`src/rtl/keccak_xif_pkg.sv`:
```
// Shared types for the Keccak XIF scheduler: FSM states, opcodes and queue entries.
package keccak_xif_pkg;

  // Queue entries carry IDs at this fixed width; the top narrows to ID_W at its ports.
  localparam int unsigned SCHED_ID_W_MAX = 16;

  typedef logic [SCHED_ID_W_MAX-1:0] sched_id_t;

  typedef enum logic [2:0] {
    ST_IDLE,
    ST_START,
    ST_STORE,
    ST_WAIT,
    ST_RESP
  } sched_state_t;

  typedef enum logic {
    OP_PERM  = 1'b0,
    OP_STORE = 1'b1
  } sched_op_t;

  typedef struct packed {
    sched_id_t id;
    sched_op_t op;
    logic      committed;
    logic      killed;
  } sched_entry_t;

  function automatic logic entry_unresolved(sched_entry_t e);
    return !(e.committed || e.killed);
  endfunction

endpackage

```
`src/rtl/keccak_xif_sched_queue.sv`:
```
// Circular FIFO of pending instructions with parallel ID-match commit/kill marking.
module keccak_xif_sched_queue
  import keccak_xif_pkg::*;
#(
  parameter int unsigned DEPTH = 4
) (
  input  logic         clk_i,
  input  logic         rst_ni,
  input  logic         push_i,
  input  sched_entry_t push_entry_i,
  input  logic         pop_i,
  input  logic         commit_valid_i,
  input  sched_id_t    commit_id_i,
  input  logic         commit_kill_i,
  output sched_entry_t head_o,
  output logic         empty_o,
  output logic         not_full_o,
  output logic         empty_nxt_o
);

  localparam int unsigned AW = $clog2(DEPTH);

  logic [AW:0]   wptr_q, wptr_d, rptr_q, rptr_d, count;
  logic [AW-1:0] offs;
  logic          empty_q, not_full_q, full_nxt, empty_nxt;
  sched_entry_t  entry_in;
  sched_entry_t  mem_q [DEPTH];
  sched_entry_t  mem_d [DEPTH];

  assign wptr_d    = wptr_q + (AW+1)'(push_i);
  assign rptr_d    = rptr_q + (AW+1)'(pop_i);
  assign empty_nxt = (wptr_d == rptr_d);
  assign full_nxt  = (wptr_d[AW] != rptr_d[AW]) && (wptr_d[AW-1:0] == rptr_d[AW-1:0]);

  // A slot is live when its distance from the read pointer is below the occupancy.
  always_comb begin
    count    = wptr_q - rptr_q;
    offs     = '0;
    entry_in = push_entry_i;
    for (int j = 0; j < DEPTH; j++) begin
      mem_d[j] = mem_q[j];
      offs     = AW'(j) - rptr_q[AW-1:0];
      if (commit_valid_i && ({1'b0, offs} < count) && entry_unresolved(mem_q[j]) &&
          (mem_q[j].id == commit_id_i)) begin
        mem_d[j].committed = !commit_kill_i;
        mem_d[j].killed    = commit_kill_i;
      end
    end
    if (commit_valid_i && (push_entry_i.id == commit_id_i)) begin
      entry_in.committed = !commit_kill_i;
      entry_in.killed    = commit_kill_i;
    end
    if (push_i) begin
      mem_d[wptr_q[AW-1:0]] = entry_in;
    end
  end

  always_ff @(posedge clk_i or negedge rst_ni) begin
    if (!rst_ni) begin
      wptr_q     <= '0;
      rptr_q     <= '0;
      empty_q    <= 1'b1;
      not_full_q <= 1'b1;
    end else begin
      wptr_q     <= wptr_d;
      rptr_q     <= rptr_d;
      empty_q    <= empty_nxt;
      not_full_q <= !full_nxt;
    end
  end

  always_ff @(posedge clk_i) begin
    for (int j = 0; j < DEPTH; j++) begin
      mem_q[j] <= mem_d[j];
    end
  end

  assign head_o      = mem_q[rptr_q[AW-1:0]];
  assign empty_o     = empty_q;
  assign not_full_o  = not_full_q;
  assign empty_nxt_o = empty_nxt;

endmodule

```
`src/rtl/keccak_xif_sched.sv`:
```
// Orders committed Keccak offload instructions onto the datapath and returns tagged results.
// Optional WAIT watchdog is compiled in with KECCAK_SCHED_WATCHDOG_EN.
module keccak_xif_sched
  import keccak_xif_pkg::*;
#(
  parameter int unsigned DEPTH   = 4,
  parameter int unsigned ID_W    = 4,
  parameter int unsigned TIMEOUT = 256
) (
  input  logic            clk_i,
  input  logic            rst_ni,
  input  logic            req_valid_i,
  output logic            req_ready_o,
  input  logic [ID_W-1:0] req_id_i,
  input  logic            req_op_i,
  input  logic            commit_valid_i,
  input  logic [ID_W-1:0] commit_id_i,
  input  logic            commit_kill_i,
  output logic            keccak_start_o,
  output logic            keccak_store_o,
  input  logic            keccak_done_i,
  output logic            result_valid_o,
  input  logic            result_ready_i,
  output logic [ID_W-1:0] result_id_o,
  output logic            result_err_o,
  output logic            busy_o
);

  sched_state_t    state_q, state_d;
  sched_entry_t    q_head, push_entry;
  logic            q_empty, q_not_full, q_empty_nxt;
  logic            push, pop, wd_expired;
  logic            start_q, store_q, valid_q, busy_q;
  logic [ID_W-1:0] id_q;

  assign push = req_valid_i && q_not_full;

  always_comb begin
    push_entry           = '0;
    push_entry.id        = sched_id_t'(req_id_i);
    push_entry.op        = sched_op_t'(req_op_i);
    push_entry.committed = 1'b0;
    push_entry.killed    = 1'b0;
  end

  keccak_xif_sched_queue #(
    .DEPTH(DEPTH)
  ) u_queue (
    .clk_i         (clk_i),
    .rst_ni        (rst_ni),
    .push_i        (push),
    .push_entry_i  (push_entry),
    .pop_i         (pop),
    .commit_valid_i(commit_valid_i),
    .commit_id_i   (sched_id_t'(commit_id_i)),
    .commit_kill_i (commit_kill_i),
    .head_o        (q_head),
    .empty_o       (q_empty),
    .not_full_o    (q_not_full),
    .empty_nxt_o   (q_empty_nxt)
  );

`ifdef KECCAK_SCHED_WATCHDOG_EN
  localparam int unsigned CW = $clog2(TIMEOUT + 1);

  logic [CW-1:0] wd_cnt_q, wd_cnt_d;
  logic          err_q;

  // Counter sits at zero outside WAIT, so it restarts on every entry into WAIT.
  assign wd_cnt_d   = (state_q == ST_WAIT) ? wd_cnt_q + 1'b1 : '0;
  assign wd_expired = (wd_cnt_q == CW'(TIMEOUT - 1));

  always_ff @(posedge clk_i or negedge rst_ni) begin
    if (!rst_ni) begin
      wd_cnt_q <= '0;
      err_q    <= 1'b0;
    end else begin
      wd_cnt_q <= wd_cnt_d;
      if (state_q == ST_WAIT) begin
        err_q <= (state_d == ST_RESP) && !keccak_done_i;
      end else if (state_d != ST_RESP) begin
        err_q <= 1'b0;
      end
    end
  end

  assign result_err_o = err_q;
`else
  logic [31:0] unused_timeout;

  assign unused_timeout = TIMEOUT;
  assign wd_expired     = 1'b0;
  assign result_err_o   = 1'b0;
`endif

  always_comb begin
    state_d = state_q;
    pop     = 1'b0;
    unique case (state_q)
      ST_IDLE: begin
        if (!q_empty) begin
          if (q_head.killed) begin
            pop = 1'b1;
          end else if (q_head.committed) begin
            state_d = (q_head.op == OP_STORE) ? ST_STORE : ST_START;
          end
        end
      end
      ST_START: state_d = ST_WAIT;
      ST_STORE: state_d = ST_RESP;
      ST_WAIT: begin
        if (keccak_done_i || wd_expired) begin
          state_d = ST_RESP;
        end
      end
      ST_RESP: begin
        if (result_ready_i) begin
          pop     = 1'b1;
          state_d = ST_IDLE;
        end
      end
      default: state_d = ST_IDLE;
    endcase
  end

  always_ff @(posedge clk_i or negedge rst_ni) begin
    if (!rst_ni) begin
      state_q <= ST_IDLE;
    end else begin
      state_q <= state_d;
    end
  end

  // Outputs are flopped from next-state so each strobe lands in the cycle its state is entered.
  always_ff @(posedge clk_i or negedge rst_ni) begin
    if (!rst_ni) begin
      start_q <= 1'b0;
      store_q <= 1'b0;
      valid_q <= 1'b0;
      busy_q  <= 1'b0;
      id_q    <= '0;
    end else begin
      start_q <= (state_d == ST_START);
      store_q <= (state_d == ST_STORE);
      valid_q <= (state_d == ST_RESP);
      busy_q  <= (state_d != ST_IDLE) || !q_empty_nxt;
      if ((state_q != ST_RESP) && (state_d == ST_RESP)) begin
        id_q <= ID_W'(q_head.id);
      end
    end
  end

  assign req_ready_o    = q_not_full;
  assign keccak_start_o = start_q;
  assign keccak_store_o = store_q;
  assign result_valid_o = valid_q;
  assign result_id_o    = id_q;
  assign busy_o         = busy_q;

endmodule

```
`config.mk`:
```
export PLATFORM = sky130hd
export DESIGN_NAME = keccak_xif_sched
export DESIGN_NICKNAME = d
export VERILOG_FILES = /design/src/rtl/keccak_xif_pkg.sv /design/src/rtl/keccak_xif_sched_queue.sv /design/src/rtl/keccak_xif_sched.sv
export SDC_FILE = /design/constraint.sdc
export NUM_CORES = 1
export LEC_CHECK = 0
export ABC_AREA = 0
export CAP_MARGIN = 10
export CORE_AREA = 2 2 125 66
export CTS_CLUSTER_SIZE = 20
export DETAILED_ROUTE_END_ITERATION = 10
export DIE_AREA = 0 0 127 68
export PLACE_DENSITY = 0.82
export SLEW_MARGIN = 20
export SYNTH_ARGS = -nofsm -noshare
export SYNTH_HDL_FRONTEND = slang
export SYNTH_SLANG_ARGS = --single-unit
export TNS_END_PERCENT = 20
```
`constraint.sdc`:
```
create_clock -name clk_i -period 3.9 [get_ports clk_i]
set_input_delay 0.78 -clock clk_i [delete_from_list [all_inputs] [get_ports clk_i]]
set_output_delay 0.78 -clock clk_i [all_outputs]
set_load 0.01 [all_outputs]
```
==> results of run 1 <==
stage by stage:
step,setup slack (ps),hold WS [ps]
floorplan,907,472
global route,931,549
CTS,1100,519
global placement,1220,495
finish,1130,516
detailed placement,1140,504
path summary, 6_finish.rpt:
kind,startpoint,end,cells after the start
worst max-delay path,u_queue.rptr_q[0]$_DFF_PN0_,busy_o$_DFF_PN0_,9
worst min-delay path,result_id_o[0]$_DFFE_PN0P_,result_id_o[0]$_DFFE_PN0P_,1
worst max register to register,u_queue.rptr_q[0]$_DFF_PN0_,busy_o$_DFF_PN0_,9
worst min register to register,result_id_o[0]$_DFFE_PN0P_,result_id_o[0]$_DFFE_PN0P_,1
max in group asynchronous,rst_ni,keccak_start_o$_DFF_PN0_,1
min in group asynchronous,rst_ni,u_queue.wptr_q[2]$_DFF_PN0_,1
layout by cell type (no fill, tap or decap), types with 3 or more instances in the layout:
cell type | Yosys | final
sky130_fd_sc_hd__dfrtp_1 | 17 | 17
sky130_fd_sc_hd__clkdlybuf4s50_1 | 0 | 24
sky130_fd_sc_hd__dfxtp_1 | 8 | 8
sky130_fd_sc_hd__nor2_1 | 4 | 4
sky130_fd_sc_hd__a21oi_1 | 3 | 3
sky130_fd_sc_hd__nor4b_1 | 3 | 3
sky130_fd_sc_hd__nor3_1 | 5 | 5
sky130_fd_sc_hd__clkbuf_16 | 0 | 9
sky130_fd_sc_hd__mux4_1 | 5 | 5
sky130_fd_sc_hd__nor4_1 | 12 | 12
sky130_fd_sc_hd__xnor2_1 | 7 | 7
sky130_fd_sc_hd__xor2_1 | 22 | 22
sky130_fd_sc_hd__a31oi_1 | 6 | 6
sky130_fd_sc_hd__ha_1 | 9 | 9
sky130_fd_sc_hd__edfxtp_1 | 68 | 68
sky130_fd_sc_hd__and4_1 | 3 | 3
sky130_fd_sc_hd__nand4_1 | 3 | 3
sky130_fd_sc_hd__and2_1 | 39 | 39
sky130_fd_sc_hd__inv_1 | 10 | 10
sky130_fd_sc_hd__mux2_2 | 4 | 4
sky130_fd_sc_hd__nand2_1 | 4 | 4
sky130_fd_sc_hd__nand2b_1 | 6 | 6
sky130_fd_sc_hd__nor2b_1 | 16 | 16
sky130_fd_sc_hd__o21ai_0 | 4 | 4
sky130_fd_sc_hd__o211ai_1 | 3 | 3
sky130_fd_sc_hd__o31ai_1 | 3 | 3
critical path, stage by stage, from the launching register on:
cell and delay [ps]:
sky130_fd_sc_hd__dfrtp_1 710, sky130_fd_sc_hd__mux4_2 590, sky130_fd_sc_hd__a22oi_1 170, sky130_fd_sc_hd__nor3_1 70, sky130_fd_sc_hd__ha_1 200, sky130_fd_sc_hd__ha_1 200
sky130_fd_sc_hd__xor2_1 160, sky130_fd_sc_hd__xor2_1 170, sky130_fd_sc_hd__nor3_1 220, sky130_fd_sc_hd__o2111ai_1 140
kinds of logic after synthesis:
kind of cell	Yosys count
adder cells (fa/ha/maj)	10
buffers and inverters	25
AND/OR/NAND/NOR	109
flip-flops	95
multiplexers	11
AO/OA/AOI/OAI	30
other	1
XOR/XNOR	29
metal layers:
metal	track usage	up-vias	wire length, µm
li1	-	1185	-
met1	0.327	1241	4170
met2	0.278	99	3380
met3	0.0797	12	717
met4	0.0852	0	133
met5	0	-	0
power by group through the flow:
| stage | clock network, mW | registers [mW] | logic, mW |
|---|---|---|---|
| 5_1_grt | 0.852 | 1.72 | 1.25 |
| 4_1_cts | 0.817 | 1.68 | 1.12 |
| 3_5_place_dp | 0 | 1.69 | 1.11 |
| 2_1_floorplan | 0 | 1.60 | 0.841 |
| 6_report | 0.795 | 1.68 | 1.12 |
| 3_3_place_gp | 0 | 1.68 | 1.05 |
area by class of cell:
class                      instances  share of cell area
sequential                        95               0.546
inverter                          10             0.00765
multi-input combinational        190               0.314
tap                              100              0.0255
timing repair buffer              26              0.0520
clock inverter                     6             0.00740
clock buffer                      10              0.0467
==> results_tabular.tex, run 1 <==
\begin{tabular}{lr}
\hline
Metric & Value \\
\hline
\multicolumn{2}{l}{\textbf{Place}} \\
Cell count after placement & 421 \\
Post-detailed-placement cell area & 4640 µm² \\
Placer's final routability congestion estimate & 0.834 \\
Total of buffers placed on input and output ports & 24 \\
Placed wire-length estimate after detailed placement & 5890 µm \\
\multicolumn{2}{l}{\textbf{Logic synthesis}} \\
Most common cell in the synthesized netlist & sky130\_fd\_sc\_hd\_\_edfxtp\_1 \\
Warnings from Yosys & 0 \\
Number of library cell types mapped by synthesis & 52 \\
Synth cell count leaders & sky130\_fd\_sc\_hd\_\_edfxtp\_1 (68), sky130\_fd\_sc\_hd\_\_and2\_1 (39), sky130\_fd\_sc\_hd\_\_xor2\_1 (22) \\
Number of nets produced by synthesis & 336 \\
Simple-gate share of the synthesized area & 0.165 \\
Fraction of the mapped netlist area in compound gates & 0.0483 \\
Top FF cell, synth & sky130\_fd\_sc\_hd\_\_edfxtp\_1 \\
Portion of netlist area occupied by mux cells & 0.0512 \\
Sequential cell area fraction in the yosys report & 0.619 \\
Main combinational cell family by area after synthesis & simple AND/OR/NAND/NOR gates \\
Synth async-reset ratio & 0.200 \\
Parity-gate share of the synthesized area counting xor and xnor cells & 0.0587 \\
Synth top area cells & sky130\_fd\_sc\_hd\_\_edfxtp\_1 (47\%), sky130\_fd\_sc\_hd\_\_dfrtp\_1 (9.8\%), sky130\_fd\_sc\_hd\_\_and2\_1 (5.6\%) \\
Gate count after technology mapping & 310 \\
Post-Synthesis Mean Instance Area & 14.0 µm² \\
Number of synthesized register bits & 95 \\
Post-Syn Area & 4330 µm² \\
Cell type contributing the most total cell area after synthesis & sky130\_fd\_sc\_hd\_\_edfxtp\_1 \\
Count of flip-flops with a built-in enable after synthesis & 68 \\
Fraction of post-synthesis cell area in the top cell type by area & 0.472 \\
Post-Synth Adder-Cell Area & 0.0307 \\
\multicolumn{2}{l}{\textbf{Worst hold path}} \\
Type of the worst min-delay path & reg2reg \\
\multicolumn{2}{l}{\textbf{Route}} \\
Vias per cell & 5.81 \\
Vias after detailed routing & 2537 \\
Remaining routing DRC violations & 0 \\
First-iteration detailed-routing DRC count & 246 \\
Remaining antenna violation count after routing & 0 \\
First-pass iteration count of the detailed router & 4 \\
Wire per inst & 19.2 µm \\
Total Routed Length & 8400 µm \\
\multicolumn{2}{l}{\textbf{Global route}} \\
Antenna violations before repair & 0 \\
Vias in the first global route & 2373 \\
Wire length of the first global-routing pass & 13300 µm \\
Tot GR Track Use & 0.216 \\
Residual overflow from global routing & 0 \\
Pin count of the biggest net entering global routing & 49 \\
\multicolumn{2}{l}{\textbf{CTS}} \\
Setup Fix Bufs, Post-CTS & 0 \\
Clock Tree Buf Depth & 2 \\
\# resized after CTS & 0 \\
TritonCTS buffer count & 9 \\
CTS Hold Buffers Added & 0 \\
TritonCTS clock tree & done \\
Clock latency on the worst-skew pair & 350 ps \\
Deepest level of the CTS H-tree & 3 \\
Number of sinks on the clock net & 95 \\
Clock root buffer & sky130\_fd\_sc\_hd\_\_clkbuf\_16 \\
Clock-pin slew on the worst setup and hold paths & 60 ps \\
\multicolumn{2}{l}{\textbf{Pwr}} \\
Sw Pwr & 1.21 mW \\
Combinational fraction of design power & 0.312 \\
P per Cell Area & 734 nW/µm² \\
Internal portion of total power & 2.39 mW \\
Part of the total power dissipated in the clock network & 0.221 \\
Fraction of power spent switching nets & 0.335 \\
Seq pwr share & 0.467 \\
PnR Total Power & 3.60 mW \\
Maximum vdd drop & 276 µV \\
Pleak & 1.85 nW \\
\multicolumn{2}{l}{\textbf{Finish}} \\
Layout area overhead & 13.4\% \\
Area used by sequential logic in the layout & 2680 µm² \\
Total Nets Final & 358 \\
Post-route cell area & 4900 µm² \\
Final cell utilization of the core & 0.641 \\
Final cell count without fillers & 437 \\
Number of antenna repair diodes & 0 \\
Share of final-layout standard cells stronger than drive strength 1 & 0.0950 \\
Fillers & 581 \\
Total area of multi-input combinational cells & 1540 µm² \\
\multicolumn{2}{l}{\textbf{STA}} \\
Max Slew Vio Count & 0 \\
Final-report hold violation count & 0 \\
Slew of the pin with the lowest slew margin & 852 ps \\
Max transition margin & 0.430 \\
Highest achievable clock rate & 361 MHz \\
Share of the cycle needed by the critical path after routing & 0.710 \\
Total of endpoints with negative setup slack in the final report & 0 \\
RSZ-0062 raised after global routing & no \\
Clock period minus worst slack & 2770 ps \\
Total negative setup slack & 0 ps \\
Final Skew & 4.63 ps \\
\multicolumn{2}{l}{\textbf{Setup path}} \\
Crit. End Element & flip-flop \\
Worst setup SP type & flip-flop \\
Largest fanout of any net on the critical path & 11 \\
Crit path DAT & 2980 ps \\
Worst EP required & 4110 ps \\
Worst setup slack for register-to-register paths & 1130 ps \\
Critical Setup Path Class & reg2reg \\
\multicolumn{2}{l}{\textbf{Floorplanning}} \\
Chip Height & 68 µm \\
Core area & 7650 µm² \\
Die Outline Area & 8640 µm² \\
X dimension of the die & 127 µm \\
Boundary pin count & 26 \\
Number of placement rows & 23 \\
Starting density of the core & 0.565 \\
\multicolumn{2}{l}{\textbf{Outcome}} \\
Outcome & finished clean \\
\multicolumn{2}{l}{\textbf{Flow run}} \\
Max-cap violations & 0 \\
\hline
\end{tabular}
No activity file was read; power rests on OpenSTA's default activity.
==> run 2: changes to the inputs <==
- CORE_AREA: 2 2 125 66 -> 2 2 131 69
- DIE_AREA: 0 0 127 68 -> 0 0 133 71
- PLACE_DENSITY: 0.82 -> 0.78
- clock period: 3.9 -> 2.3 ns (I/O delays scaled with it)
==> run 2 against run 1 <==
Power grew 85%. Flip-flop and latch count did not move. Die area grew 9.3%. Fmax rose by 22%. Global-route usage down 0.56 points. First-iteration DRC count decreased by 8.1%. Sequential power is 64% higher. Final area is 6.6% higher. Critical path depth stayed put. Largest cell class unchanged.
==> results_tabular.tex, run 2 (synthesis results as in run 1) <==
\begin{tabular}{lr}
\hline
Metric & Value \\
\hline
\multicolumn{2}{l}{\textbf{Outcome}} \\
Outcome & finished clean \\
\multicolumn{2}{l}{\textbf{CTS}} \\
Clock root buffer & sky130\_fd\_sc\_hd\_\_clkbuf\_16 \\
Deepest level of the CTS H-tree & 3 \\
Clock latency on the worst-skew pair & 340 ps \\
Clock-pin slew on the worst setup and hold paths & 60 ps \\
Clock Tree Buf Depth & 2 \\
Number of sinks on the clock net & 95 \\
CTS Hold Buffers Added & 0 \\
TritonCTS clock tree & done \\
TritonCTS buffer count & 9 \\
\multicolumn{2}{l}{\textbf{Floorplanning}} \\
Number of placement rows & 24 \\
Starting density of the core & 0.516 \\
Die Outline Area & 9440 µm² \\
Boundary pin count & 26 \\
Core area & 8380 µm² \\
X dimension of the die & 133 µm \\
Chip Height & 71 µm \\
\multicolumn{2}{l}{\textbf{Flow run}} \\
Max-cap violations & 0 \\
\multicolumn{2}{l}{\textbf{STA}} \\
Final-report hold violation count & 0 \\
Worst setup slack after layout & 22.6 ps \\
Slew of the pin with the lowest slew margin & 677 ps \\
RSZ-0062 raised after global routing & yes \\
Max transition margin & 0.547 \\
Max Slew Vio Count & 0 \\
Total of endpoints with negative setup slack in the final report & 0 \\
Share of the cycle needed by the critical path after routing & 0.990 \\
Highest achievable clock rate & 439 MHz \\
Clock period minus worst slack & 2280 ps \\
Final Skew & 6.52 ps \\
\multicolumn{2}{l}{\textbf{Finish}} \\
Total Nets Final & 377 \\
Final cell count without fillers & 473 \\
Most common library cell in the layout ignoring fill and taps & sky130\_fd\_sc\_hd\_\_edfxtp\_1 \\
Post-route cell area & 5230 µm² \\
Number of antenna repair diodes & 0 \\
Share of final-layout standard cells stronger than drive strength 1 & 0.185 \\
Commonest cells after routing, fill and taps aside & sky130\_fd\_sc\_hd\_\_edfxtp\_1 (68), sky130\_fd\_sc\_hd\_\_and2\_1 (39), sky130\_fd\_sc\_hd\_\_clkdlybuf4s50\_1 (24) \\
Fillers & 612 \\
Layout area overhead & 20.9\% \\
\multicolumn{2}{l}{\textbf{Setup path}} \\
Logic depth of the worst register-to-register path & 9 \\
Largest fanout of any net on the critical path & 4 \\
Worst reg2reg endpoint & u\_queue.mem\_q[1][1]\$\_DFF\_P\_ \\
Crit path DAT & 2570 ps \\
Critical Setup Path Class & reg2reg \\
Worst setup slack for register-to-register paths & 20 ps \\
Critical R2R Launch & u\_queue.rptr\_q[0]\$\_DFF\_PN0\_ \\
Crit. End Element & flip-flop \\
Worst setup SP type & flip-flop \\
Worst EP required & 2590 ps \\
\multicolumn{2}{l}{\textbf{Pwr}} \\
Maximum vdd drop & 520 µV \\
Pleak & 1.97 nW \\
P per Cell Area & 1280 nW/µm² \\
\multicolumn{2}{l}{\textbf{Global route}} \\
Tot GR Track Use & 0.210 \\
Wire length of the first global-routing pass & 14600 µm \\
Pin count of the biggest net entering global routing & 49 \\
Vias in the first global route & 2670 \\
Residual overflow from global routing & 0 \\
Antenna violations before repair & 0 \\
\multicolumn{2}{l}{\textbf{Route}} \\
First-pass iteration count of the detailed router & 5 \\
Vias after detailed routing & 2644 \\
Vias per cell & 5.59 \\
Remaining routing DRC violations & 0 \\
Remaining antenna violation count after routing & 0 \\
Total Routed Length & 9150 µm \\
Wire per inst & 19.3 µm \\
First-iteration detailed-routing DRC count & 226 \\
\multicolumn{2}{l}{\textbf{Worst hold path}} \\
Type of the worst min-delay path & in2async \\
\multicolumn{2}{l}{\textbf{Place}} \\
Cell count after placement & 454 \\
Post-detailed-placement cell area & 4830 µm² \\
Total of buffers placed on input and output ports & 24 \\
Worst Setup Slack post-DPL & -186 ps \\
Placer's final routability congestion estimate & 0.865 \\
Placed wire-length estimate after detailed placement & 6340 µm \\
\hline
\end{tabular}
[run 2: cell types whose count changed in the layout (fill, tap and decap cells not counted), sizes merged]
cell,change
inv,-2
clkbuf,+5
buf,+19
clkinv,-3
[run 2: how the worst max path moves through the flow]
stage               slack [ps]                          end                         from  cells past startpoint
finish                      20  u_queue.mem_q[1][1]$_DFF_P_  u_queue.rptr_q[0]$_DFF_PN0_                      9
detailed placement        -190             busy_o$_DFF_PN0_               result_ready_i                      9
CTS                         20  u_queue.mem_q[1][1]$_DFF_P_  u_queue.rptr_q[0]$_DFF_PN0_                      9
floorplan                 -210             busy_o$_DFF_PN0_                  req_valid_i                      8
global route              -140  u_queue.mem_q[1][1]$_DFF_P_  u_queue.rptr_q[0]$_DFF_PN0_                      9
global placement          -110             busy_o$_DFF_PN0_                  req_valid_i                      9
[run 2: metrics by stage]
stage / hold WS (ps) / util / setup TNS (ps) / power [mW]
after detailed placement: 505 / 0.577 / -220 / 4.97
after global placement: 495 / 0.577 / -107 / 4.86
after global routing: 460 / 0.624 / -373 / 7.07
after floorplan: 164 / - / -352 / 4.18
final: 443 / 0.624 / 0 / 6.67
after CTS: 439 / 0.621 / 0 / 6.64
[run 2: layout make-up]
class                           count  area (µm²)  area share
Timing Repair Buffer               45         402      0.0768
Inverter                           10        41.3     0.00790
Clock buffer                       15         314      0.0601
Multi-Input combinational cell    190        1640       0.313
Sequential cell                    95        2680       0.513
Tap cell                          117         146      0.0280
Clock inverter                      1        5.00    0.000957
[run 2: power by group]
| group | total [mW] | switching, mW | internal, mW |
|---|---|---|---|
| clock network | 1.53 | 0.599 | 0.935 |
| registers | 2.76 | 0.299 | 2.46 |
| logic | 2.37 | 1.27 | 1.11 |
[run 2: what timing repair did]
action,CTS,global route
endpoints found under the setup margin,3,8
pin swaps,2,0
resized for setup,7,5
buffers inserted,3,0
[run 2: worst max-delay path, stage by stage (launching register included)]
cell and delay, ps:
sky130_fd_sc_hd__dfrtp_1 390, sky130_fd_sc_hd__buf_6 130, sky130_fd_sc_hd__nand2b_4 60, sky130_fd_sc_hd__fa_1 510, sky130_fd_sc_hd__inv_1 100, sky130_fd_sc_hd__ha_1 280
sky130_fd_sc_hd__inv_1 30, sky130_fd_sc_hd__a21o_1 190, sky130_fd_sc_hd__a2111oi_2 370, sky130_fd_sc_hd__o31a_1 150
[run 2: routing by layer]
metal  GRT usage  vias up  routed length [µm]
met5           0        -                   0
met4      0.0693        0                  93
met3      0.0703       10                 749
met2       0.290       94                3830
met1       0.313     1321                4480
li1            -     1219                   -
==> run 3: changes to the inputs <==
- PLACE_DENSITY: 0.78 -> 0.74
- SETUP_SLACK_MARGIN: unset -> 0.5
==> run 3 against run 2 <==
The flow now finishes with violations (negative setup slack). Final cell count is 0.85% higher. Die area stayed put. Sequential share of layout area is 0.92 points lower. Global-route usage is 0.64 points lower. Core utilization is 1.1 points higher. Flip-flop and latch count stayed put. Largest cell class unchanged.
==> results_tabular.tex, run 3 (synthesis results as in run 1) <==
\begin{tabular}{lr}
\hline
Metric & Value \\
\hline
\multicolumn{2}{l}{\textbf{Setup path}} \\
Largest fanout of any net on the critical path & 2 \\
Worst EP required & 2500 ps \\
Crit path DAT & 2540 ps \\
Crit. End Element & flip-flop \\
Worst setup SP type & flip-flop \\
Critical Setup Path Class & reg2reg \\
\multicolumn{2}{l}{\textbf{Floorplanning}} \\
Number of placement rows & 24 \\
Core area & 8380 µm² \\
Boundary pin count & 26 \\
Starting density of the core & 0.516 \\
Chip Height & 71 µm \\
Die Outline Area & 9440 µm² \\
X dimension of the die & 133 µm \\
\multicolumn{2}{l}{\textbf{Outcome}} \\
Failing checks & negative setup slack \\
Outcome & finished, violations left \\
\multicolumn{2}{l}{\textbf{STA}} \\
Clock period minus worst slack & 2330 ps \\
RSZ-0062 raised after global routing & yes \\
Final Skew & 6.76 ps \\
Share of the cycle needed by the critical path after routing & 1.01 \\
Highest achievable clock rate & 429 MHz \\
Final-report hold violation count & 0 \\
Worst setup slack after layout & -30.9 ps \\
Total of endpoints with negative setup slack in the final report & 1 \\
Max Slew Vio Count & 0 \\
Total negative setup slack & -30.9 ps \\
\multicolumn{2}{l}{\textbf{Worst hold path}} \\
Type of the worst min-delay path & in2async \\
\multicolumn{2}{l}{\textbf{Pwr}} \\
P per Cell Area & 1300 nW/µm² \\
PnR Total Power & 6.91 mW \\
Pleak & 1.98 nW \\
Maximum vdd drop & 722 µV \\
\multicolumn{2}{l}{\textbf{Global route}} \\
Busiest grt layer & met1 \\
Residual overflow from global routing & 0 \\
Pin count of the biggest net entering global routing & 49 \\
Global routing met1 resource utilization & 0.324 \\
Wire length of the first global-routing pass & 14300 µm \\
Vias in the first global route & 2576 \\
Tot GR Track Use & 0.204 \\
Antenna violations before repair & 0 \\
Met2 Usage GRT & 0.270 \\
Met3 Track Usage GR & 0.0631 \\
\multicolumn{2}{l}{\textbf{CTS}} \\
CTS Hold Buffers Added & 0 \\
TritonCTS buffer count & 9 \\
Deepest level of the CTS H-tree & 3 \\
Clock Tree Buf Depth & 2 \\
Number of sinks on the clock net & 95 \\
TritonCTS clock tree & done \\
Clock-pin slew on the worst setup and hold paths & 60 ps \\
Clock root buffer & sky130\_fd\_sc\_hd\_\_clkbuf\_16 \\
Clock latency on the worst-skew pair & 340 ps \\
\multicolumn{2}{l}{\textbf{Place}} \\
Placed wire-length estimate after detailed placement & 6240 µm \\
Total of buffers placed on input and output ports & 24 \\
Placer's final routability congestion estimate & 0.819 \\
\multicolumn{2}{l}{\textbf{Route}} \\
Total Routed Length & 8850 µm \\
Wire per inst & 18.6 µm \\
First-pass iteration count of the detailed router & 4 \\
First-iteration detailed-routing DRC count & 154 \\
Vias after detailed routing & 2568 \\
Vias per cell & 5.38 \\
Remaining antenna violation count after routing & 0 \\
Remaining routing DRC violations & 0 \\
\multicolumn{2}{l}{\textbf{Finish}} \\
Final cell utilization of the core & 0.635 \\
Fillers & 620 \\
Layout area overhead & 23.0\% \\
Share of final-layout standard cells stronger than drive strength 1 & 0.222 \\
Total Nets Final & 381 \\
Number of antenna repair diodes & 0 \\
Commonest cells after routing, fill and taps aside & sky130\_fd\_sc\_hd\_\_edfxtp\_1 (68), sky130\_fd\_sc\_hd\_\_and2\_1 (39), sky130\_fd\_sc\_hd\_\_clkdlybuf4s50\_1 (23) \\
Most common library cell in the layout ignoring fill and taps & sky130\_fd\_sc\_hd\_\_edfxtp\_1 \\
\multicolumn{2}{l}{\textbf{Flow run}} \\
Max-cap violations & 0 \\
\hline
\end{tabular}
==> run 3: cell types whose count changed in the layout (fill, tap and decap cells not counted), moves of 3 or more <==
cell                    before  now
sky130_fd_sc_hd__inv_1       9    5
sky130_fd_sc_hd__ha_1        5    2
sky130_fd_sc_hd__ha_4        3    6
sky130_fd_sc_hd__inv_2       0    3
==> run 3: layout make-up <==
type | instances | area, µm² | area share
clock buffer | 12 | 250 | 0.0470
clock inverter | 4 | 21.3 | 0.00400
inverter | 10 | 43.8 | 0.00823
multi-input combinational | 190 | 1720 | 0.323
sequential | 95 | 2680 | 0.504
tap | 117 | 146 | 0.0275
timing repair buffer | 49 | 459 | 0.0863
==> run 3: per-layer routing <==
| layer | vias to the layer above | wire length (µm) |
|---|---|---|
| met2 | 72 | 3600 |
| met3 | 6 | 590 |
| met4 | 0 | 57 |
| li1 | 1221 | - |
| met1 | 1269 | 4610 |
| met5 | - | 0 |
==> run 3: timing repair <==
action,CTS,global route
setup buffers,2,3
resized for setup,6,17
pin swaps,6,9
setup endpoints to repair,14,71
==> run 3: worst max-delay path: stages (launching register included) <==
cell                        delay, ps
sky130_fd_sc_hd__dfrtp_1          380
sky130_fd_sc_hd__mux4_2           550
sky130_fd_sc_hd__a22oi_2          150
sky130_fd_sc_hd__nor3_1            80
sky130_fd_sc_hd__ha_2             190
sky130_fd_sc_hd__ha_4             180
sky130_fd_sc_hd__xor2_4           160
sky130_fd_sc_hd__xor2_2           170
sky130_fd_sc_hd__nor3_2           210
sky130_fd_sc_hd__o2111ai_1        140
==> run 3: path summary, 6_finish.rpt <==
kind / startpoint / slack, ps / cells past startpoint / endpoint
worst min register to register: result_id_o[0]$_DFFE_PN0P_ / 510 / 1 / result_id_o[0]$_DFFE_PN0P_
min in group clk_i: result_id_o[0]$_DFFE_PN0P_ / 510 / 1 / result_id_o[0]$_DFFE_PN0P_
max in group asynchronous: rst_ni / 1580 / 2 / u_queue.empty_o$_DFF_PN1_
worst max-delay path: u_queue.rptr_q[0]$_DFF_PN0_ / -30 / 9 / busy_o$_DFF_PN0_
worst min-delay path: rst_ni / 460 / 2 / u_queue.wptr_q[1]$_DFF_PN0_
worst max register to register: u_queue.rptr_q[0]$_DFF_PN0_ / -30 / 9 / busy_o$_DFF_PN0_
==> run 3: stage by stage <==
step | instances | setup WS [ps] | instance area, µm² | hold WS [ps]
CTS | 474 | 29.3 | 5210 | 456
global route | 477 | -157 | 5320 | 483
global placement | 456 | -96.2 | 4890 | 492
floorplan | 310 | -206 | 4440 | 164
detailed placement | 456 | -196 | 4890 | 496
finish | 477 | -30.9 | 5320 | 459
==> run 3: where the power goes <==
group | total [mW] | internal (mW) | switching (mW)
Sequential | 2.76 | 2.46 | 0.297
Clock | 1.36 | 0.769 | 0.589
Combinational | 2.80 | 1.37 | 1.42
